**src/rtl/pipeline_pkg.sv**
```systemverilog
// Shared constants and helpers for the delay-line consumer FIFO.
// The optional overflow flag is enabled with PIPELINE_CREDIT_FIFO_OVERFLOW_EN.
package pipeline_pkg;

    function automatic int clog2(input int v);
        int r;
        r = 0;
        for (int i = 0; i < 31; i++)
            if ((1 << i) < v) r = i + 1;
        return r;
    endfunction

    localparam int DEF_WIDTH   = 16;
    localparam int DEF_DEPTH   = 16;
    localparam int DEF_LATENCY = 8;

    localparam int PTR_W = clog2(DEF_DEPTH);
    localparam int LVL_W = PTR_W + 1;

    typedef struct packed {
        logic push;
        logic pop;
    } fifo_op_t;

endpackage

```
**src/rtl/pipeline_credit_fifo_credit_counter.sv**
```systemverilog
// In-flight word counter and credit compare for pipeline_credit_fifo.
// With PIPELINE_CREDIT_FIFO_OVERFLOW_EN it also reports arrivals with nothing in flight.
module credit_counter
    import pipeline_pkg::*;
#(
    parameter int DEPTH = DEF_DEPTH,
    parameter int LW    = clog2(DEPTH) + 1
) (
    input  logic          clk,
    input  logic          rst_n,
    input  logic          issue_req,
    input  logic          in_valid,
    input  logic [LW-1:0] level,
    output logic          issue_ok
`ifdef PIPELINE_CREDIT_FIFO_OVERFLOW_EN
    ,
    output logic          underrun
`endif
);

    localparam logic [LW:0] LIMIT = DEPTH[LW:0];

    logic [LW-1:0] infl;
    logic [LW-1:0] infl_nxt;
    logic [LW:0]   used;
    logic          accept;

    // Registered state only, so issue_req never loops back into issue_ok.
    assign used     = {1'b0, level} + {1'b0, infl};
    assign issue_ok = used < LIMIT;
    assign accept   = issue_req & issue_ok;

`ifdef PIPELINE_CREDIT_FIFO_OVERFLOW_EN
    assign underrun = in_valid & (infl == '0);
`endif

    always_comb begin
        infl_nxt = infl;
        if (accept && !in_valid)
            infl_nxt = infl + 1'b1;
        else if (!accept && in_valid && infl != '0)
            infl_nxt = infl - 1'b1;
    end

    always_ff @(posedge clk or negedge rst_n) begin
        if (!rst_n) infl <= '0;
        else        infl <= infl_nxt;
    end

endmodule

```
**src/rtl/pipeline_credit_fifo.sv**
```systemverilog
// Credit-throttled first-word fall-through FIFO behind the fixed-latency delay line.
// Define PIPELINE_CREDIT_FIFO_OVERFLOW_EN to add the sticky overflow output.
module pipeline_credit_fifo
    import pipeline_pkg::*;
#(
    parameter int WIDTH   = DEF_WIDTH,
    parameter int DEPTH   = DEF_DEPTH,
    parameter int LATENCY = DEF_LATENCY
) (
    input  logic                   clk,
    input  logic                   rst_n,
    input  logic                   issue_req,
    output logic                   issue_ok,
    input  logic                   in_valid,
    input  logic [WIDTH-1:0]       in_data,
    output logic                   out_valid,
    input  logic                   out_ready,
    output logic [WIDTH-1:0]       out_data,
    output logic [clog2(DEPTH):0]  level
`ifdef PIPELINE_CREDIT_FIFO_OVERFLOW_EN
    ,
    output logic                   overflow
`endif
);

    localparam int PW = clog2(DEPTH);
    localparam int LW = PW + 1;
    localparam logic [LW-1:0] FULL_LVL = DEPTH[LW-1:0];

    if (LATENCY > DEPTH || DEPTH < 2 || (1 << PW) != DEPTH) begin : g_bad_cfg
        $error("pipeline_credit_fifo: bad DEPTH/LATENCY combination");
    end

    logic [WIDTH-1:0] mem [DEPTH];
    logic [PW-1:0]    wr_ptr;
    logic [PW-1:0]    rd_ptr;
    logic             full;
    fifo_op_t         op;

    assign full      = (level == FULL_LVL);
    assign out_valid = (level != '0);
    assign op.pop    = out_valid & out_ready;
    // A pop in the same cycle frees the slot the push lands in.
    assign op.push   = in_valid & (!full | op.pop);
    assign out_data  = out_valid ? mem[rd_ptr] : '0;

`ifdef PIPELINE_CREDIT_FIFO_OVERFLOW_EN
    logic underrun;

    credit_counter #(.DEPTH(DEPTH), .LW(LW)) u_credit (
        .clk      (clk),
        .rst_n    (rst_n),
        .issue_req(issue_req),
        .in_valid (in_valid),
        .level    (level),
        .issue_ok (issue_ok),
        .underrun (underrun)
    );

    always_ff @(posedge clk or negedge rst_n) begin
        if (!rst_n)
            overflow <= 1'b0;
        else if ((in_valid & full & !op.pop) | underrun)
            overflow <= 1'b1;
    end
`else
    credit_counter #(.DEPTH(DEPTH), .LW(LW)) u_credit (
        .clk      (clk),
        .rst_n    (rst_n),
        .issue_req(issue_req),
        .in_valid (in_valid),
        .level    (level),
        .issue_ok (issue_ok)
    );
`endif

    always_ff @(posedge clk) begin
        if (op.push) mem[wr_ptr] <= in_data;
    end

    always_ff @(posedge clk or negedge rst_n) begin
        if (!rst_n) begin
            wr_ptr <= '0;
            rd_ptr <= '0;
            level  <= '0;
        end else begin
            if (op.push) wr_ptr <= wr_ptr + 1'b1;
            if (op.pop)  rd_ptr <= rd_ptr + 1'b1;
            case ({op.push, op.pop})
                2'b10:   level <= level + 1'b1;
                2'b01:   level <= level - 1'b1;
                default: level <= level;
            endcase
        end
    end

endmodule
```
**config.mk**
```make
export PLATFORM = sky130hd
export DESIGN_NAME = pipeline_credit_fifo
export DESIGN_NICKNAME = d
export VERILOG_FILES = /design/src/rtl/pipeline_pkg.sv /design/src/rtl/pipeline_credit_fifo_credit_counter.sv /design/src/rtl/pipeline_credit_fifo.sv
export SDC_FILE = /design/constraint.sdc
export NUM_CORES = 1
export LEC_CHECK = 0
export ABC_CLOCK_PERIOD_IN_PS = 4200
export CELL_PAD_IN_SITES_DETAIL_PLACEMENT = 1
export CELL_PAD_IN_SITES_GLOBAL_PLACEMENT = 1
export CORE_MARGIN = 3
export CORE_UTILIZATION = 54
export DETAILED_ROUTE_END_ITERATION = 16
export PLACE_DENSITY_LB_ADDON = 0.1
export SLEW_MARGIN = 20
export SYNTH_ARGS = -nofsm -noshare
export SYNTH_HDL_FRONTEND = slang
export SYNTH_SLANG_ARGS = --single-unit
```
**constraint.sdc**
```tcl
create_clock -name clk -period 4.2 [get_ports clk]
set_input_delay 0.42 -clock clk [delete_from_list [all_inputs] [get_ports clk]]
set_output_delay 0.42 -clock clk [all_outputs]
set_load 0.1 [all_outputs]
```
### Yosys cells after proc, flatten, opt, wreduce, memory -nomap -nowiden

Memory sizes are Yosys's and may differ from the RTL's.
Index checks and enable logic that the tools add are counted.

| word-level totals | value |
|---|---|
| flip-flop bits (word level) | 18 |
| bits in latches | 0 |
| bits in writable memories | 256 |
| memory bits (read-only) | 0 |
| input port bits | 21 |
| output and inout port bits | 23 |
| logic and storage cells | 36 |
| memories kept | 1 |

| operators by class | value |
|---|---|
| add/subtract/negate cells | 7 |
| multiply operators | 0 |
| divide/modulo/power cells | 0 |
| magnitude comparators | 1 |
| equality and inequality tests | 3 |
| shift-type cells | 0 |
| muxes and demuxes | 6 |
| bitwise logic cells | 4 |
| reduce and logical (&&, ||, !) cells | 10 |

Memory list:

| name | depth | bits a word | read ports | clocked after memory_dff | wr ports | RTL line | text |
|---|---|---|---|---|---|---|---|
| mem | 16 | 16 | 1 | 0 | 1 | pipeline_credit_fifo.sv:34 | `logic [WIDTH-1:0] mem [DEPTH];` |

Operator list:

| kind | count |
|---|---|
| $mux W16 | 1 |
| $add A5 B1 Y5 const B | 2 |
| $mux W5 | 2 |
| $pmux W5 S2 | 1 |
| $reduce_bool A5 Y1 | 2 |
| $sub A5 B1 Y5 const B | 2 |
| $add A4 B1 Y4 const B | 2 |
| $add A5 B5 Y6 | 1 |
| $lt A6 B5 Y1 const B | 1 |
| $eq A5 B5 Y1 const B | 1 |
| $reduce_bool A2 Y1 | 2 |
| $and A1 B1 Y1 | 3 |
| $logic_and A1 B1 Y1 | 3 |
| $logic_not A1 Y1 | 3 |
| $eq A2 B1 Y1 const B | 1 |
| $eq A2 B2 Y1 const B | 1 |
| $mux W1 | 2 |
| $or A1 B1 Y1 | 1 |

### Depth between registers and ports, before layout

| logic depth | value |
|---|---|
| depth in word-level cells | 8 |
| depth in mapped cells | 13 |
| depth with buffers taken out | 11 |

### Hierarchy

Synthesis repeated with hierarchy kept, for this count alone.

| unflattened totals | value |
|---|---|
| cells, all modules | 538 |
| area total of the unflattened synthesis | 11080.6 sq um |

Modules (own cells, without submodules):

| module | instances | cells each | area each (sq um) | sequential area each (sq um) |
|---|---|---|---|---|
| pipeline_credit_fifo | 1 | 501 | 10646.5 | 8012.7 |
| credit_counter | 1 | 37 | 434.2 | 125.1 |

### Worst setup path after synthesis

No wires, ideal clock.

| path | value |
|---|---|
| kind | reg2out |
| from | register level[1] |
| to | output port out_data[10] |
| arrival | 3.416 ns |
| data required time | 3.780 ns |
| setup slack | 0.364 ns |
| stages on the path, launching flop included | 7 |
| path buffers | 3 |
| cell sequence | dfrtp_1 > or4_1 > buf_2 > or2_1 > buf_6 > clkbuf_1 > and2_1 |

| on the way | value |
|---|---|
| cells in the longest elaborated chain, start to end | 2 |

RTL lines:

| element | RTL line | text |
|---|---|---|
| start: declaration | pipeline_credit_fifo.sv:19 | `output logic [clog2(DEPTH):0] level` |
| start signal: assignment | pipeline_credit_fifo.sv:90 | `2'b10: level <= level + 1'b1;` |
| start signal: assignment | pipeline_credit_fifo.sv:91 | `2'b01: level <= level - 1'b1;` |
| start signal: assignment | pipeline_credit_fifo.sv:92 | `default: level <= level;` |
| $reduce_bool A5 Y1 | pipeline_credit_fifo.sv:41 | `assign out_valid = (level != '0);` |
| via out_valid | pipeline_credit_fifo.sv:16 | `output logic out_valid,` |
| $mux W16 | pipeline_credit_fifo.sv:45 | `assign out_data = out_valid ? mem[rd_ptr] : '0;` |
| end: declaration | pipeline_credit_fifo.sv:18 | `output logic [WIDTH-1:0] out_data,` |

The timed path passes the listed nets, and every way through them passes these cells.

### Worst setup path after layout

| path | value |
|---|---|
| from | register level[1] |
| to | output port out_valid |

| on the way | value |
|---|---|
| cells in the longest elaborated chain, start to end | 1 |

RTL lines:

| element | RTL line |
|---|---|
| $reduce_bool A5 Y1 | pipeline_credit_fifo.sv:41 |
| end: declaration | pipeline_credit_fifo.sv:16 |

Every way passes these cells.

==> reports/qor.yml <==
status: "complete, no violations"
finalWirelength_um: 23730
gp_congestion: 0.7540
fin_crit_sh: 0.8677
die_w_um: 149.2
gr-total-overflow: 0
layout_setup_ws_ps: 555.8
vias: 5149
ant_nets: 0
place_ws_ps: 905.3
cts_sinks: 274
rsz0062_at_grt: "no"
ios: 44
avgRoutedWirePerCell_um: 27.72
synthToLayoutAreaGrowth_pct: 14.64
rows: 51
dpl_cell_area_mm2: 0.01184
required_ps: 3780
ys_ff_latch: 274
grt.total_usage: 0.2240
tritoncts: "built"
initial_core_util: 0.5596
path_cells: "or4_1, or2_1, buf_4, clkdlybuf4s50_1"
max_freq_ghz: 0.2744
stdcell_area_mm2: 0.01269
fin_tns_setup_ps: 0
nets: 611
crit_family: "buffers and inverters"
synthesis.nets: 540
h-tree-depth: 1
io_buffers: 43
grt_pass1_vias: 5775
first_pass_iters: 5
crit_path_end_kind: "output pin"
cts_buffers: 28
drc: 0
startpoint_type: "flip-flop"
worst_pin_slew_ps: 1130
regArea_mm2: 0.008143
die_area_mm2: 0.02225
ys_seq_area_frac: 0.7351
cp_slowest_cell: "clkdlybuf4s50_1"
drive_gt1_frac: 0.2792
maxCapViolations: 0
grt_max_degree: 46
core_area_mm2: 0.01978
antenna_found_initial: 0
clk_path_buf_depth: 3
drtIter0Drc: 360
maxSlewViolCount: 0
synth_area_mm2: 0.01107
fin_cells: 856
period_minus_slack_ps: 3644
die_h_um: 149.2
clk_root_buffer_cell: "clkbuf_16"
path_class: "flip-flop to output pin"
cts.hold.buffers_added: 0
yosysWarnings: 0
dp_cells: 808
arrival_ps: 3220
cp_max_fo: 18
postLayoutCoreUtil: 0.6416
final_cell_mix: "edfxtp_1 (256), mux4_2 (80), buf_4 (35)"
finalHoldViolCount: 0
finalSetupViolations: 0
dominantRegCellSynth: "edfxtp_1"
skew_ps: 10.43
dp_hpwl_um: 13650
clock_latency_ps: 530
postCtsSetupRepairBufs: 0
synth_cells: 502
layout_commonest_cell: "edfxtp_1"
max_slew_margin: 0.2464
max_stage_delay_ps: 1000
multi_input_area_mm2: 0.002771
hold_path_class: "input pin to async pin"
cellLeakagePower_nw: 4.201
path_clk_slew_ps: 60
ir_drop_mv: 0.5884
crit_buf_inv: 2
diodes: 0
synth_cell_type_count: 37
vias_per_cell: 6.015
nFillCells: 1634
synth-edff-count: 256
post_cts_resized: 0
synthArstFlopShare: 0.06569
grt_pass1_wl_um: 36380
syn_avg_cell_area_um2: 22.05
p_per_area_mw_per_mm2: 809.8
[kinds of logic after synthesis]
family / count (synthesis) / share of synthesized area
compound gates: 16 / 0.01006
xor+xnor: 13 / 0.01028
fa+ha+maj: 17 / 0.02057
buf+inv: 28 / 0.01458
flops: 274 / 0.7351
mux: 91 / 0.1743
simple gates: 63 / 0.03515
[synth_stat cells, types with 2 or more instances]
cell	number	area, µm²
nand4_1	2	12.51
a21oi_1	4	20.02
edfxtp_1	256	7687
clkbuf_1	6	22.52
and3_1	5	31.28
mux2_2	6	67.56
mux4_2	80	1802
nand2b_1	3	18.77
nor2b_1	4	25.02
buf_1	4	15.01
xnor2_1	11	96.34
nand2_1	4	15.01
and2_1	28	175.2
fa_1	2	40.04
or4_1	2	15.01
a21o_1	3	22.52
o221ai_1	2	17.52
or2_2	2	12.51
mux2i_1	3	30.03
nor3_1	2	10.01
inv_1	5	18.77
dfrtp_1	18	450.4
buf_2	6	30.03
buf_6	6	67.56
o21ai_0	4	20.02
nand3_1	2	10.01
xor2_1	2	17.52
nor2_1	4	15.01
nand3b_1	3	22.52
ha_1	15	187.7
mux2_4	2	30.03
[final cells by class]
type | instances | area share
timing repair buffer | 64 | 0.04515
tap | 265 | 0.02613
clock inverter | 12 | 0.007986
multi-input combinational | 200 | 0.2184
inverter | 5 | 0.001479
clock buffer | 36 | 0.05925
sequential | 274 | 0.6416
[registers in the layout (all words and copies together), names as in the netlist]
register	count
level	5
u_credit.infl	5
mem	256
wr_ptr	4
rd_ptr	4
[through the flow]
stage / hold slack, ps / power (W)
2_1_floorplan: 124.4 / 0.007020
3_3_place_gp: 513.2 / 0.007939
3_5_place_dp: 520.2 / 0.008052
4_1_cts: 415.7 / 0.01039
5_1_grt: 468.8 / 0.01072
6_report: 392.7 / 0.01028
[power by group]
group | internal, W | switching [W] | leakage, nW
registers | 0.00333 | 0.000351 | 2.52
clock network | 0.00137 | 0.000952 | 0.417
logic | 0.00159 | 0.00269 | 1.26
[final timing paths]
check                                              from  slack, ps  depth (start not counted)                            to
max                                level[1]$_DFFE_PN0P_        560                          4                     out_valid
min                                               rst_n        390                          1          level[0]$_DFFE_PN0P_
min reg2reg                u_credit.infl[4]$_DFFE_PN0P_        520                          1  u_credit.infl[4]$_DFFE_PN0P_
max in group asynchronous                         rst_n       3160                          1         rd_ptr[0]$_DFFE_PN0N_
min in group clk           u_credit.infl[4]$_DFFE_PN0P_        520                          1  u_credit.infl[4]$_DFFE_PN0P_
max reg2reg                        level[1]$_DFFE_PN0P_        910                         11          level[4]$_DFFE_PN0P_
[per-layer routing]
metal / share of wire / wire length [µm] / GRT usage
met5: 0 / 0 / 0
met4: 0.015 / 353 / 0.05080
met3: 0.047 / 1121 / 0.03160
met2: 0.53 / 12510 / 0.3888
met1: 0.41 / 9739 / 0.3073
Power figures use the tool's default switching activity.
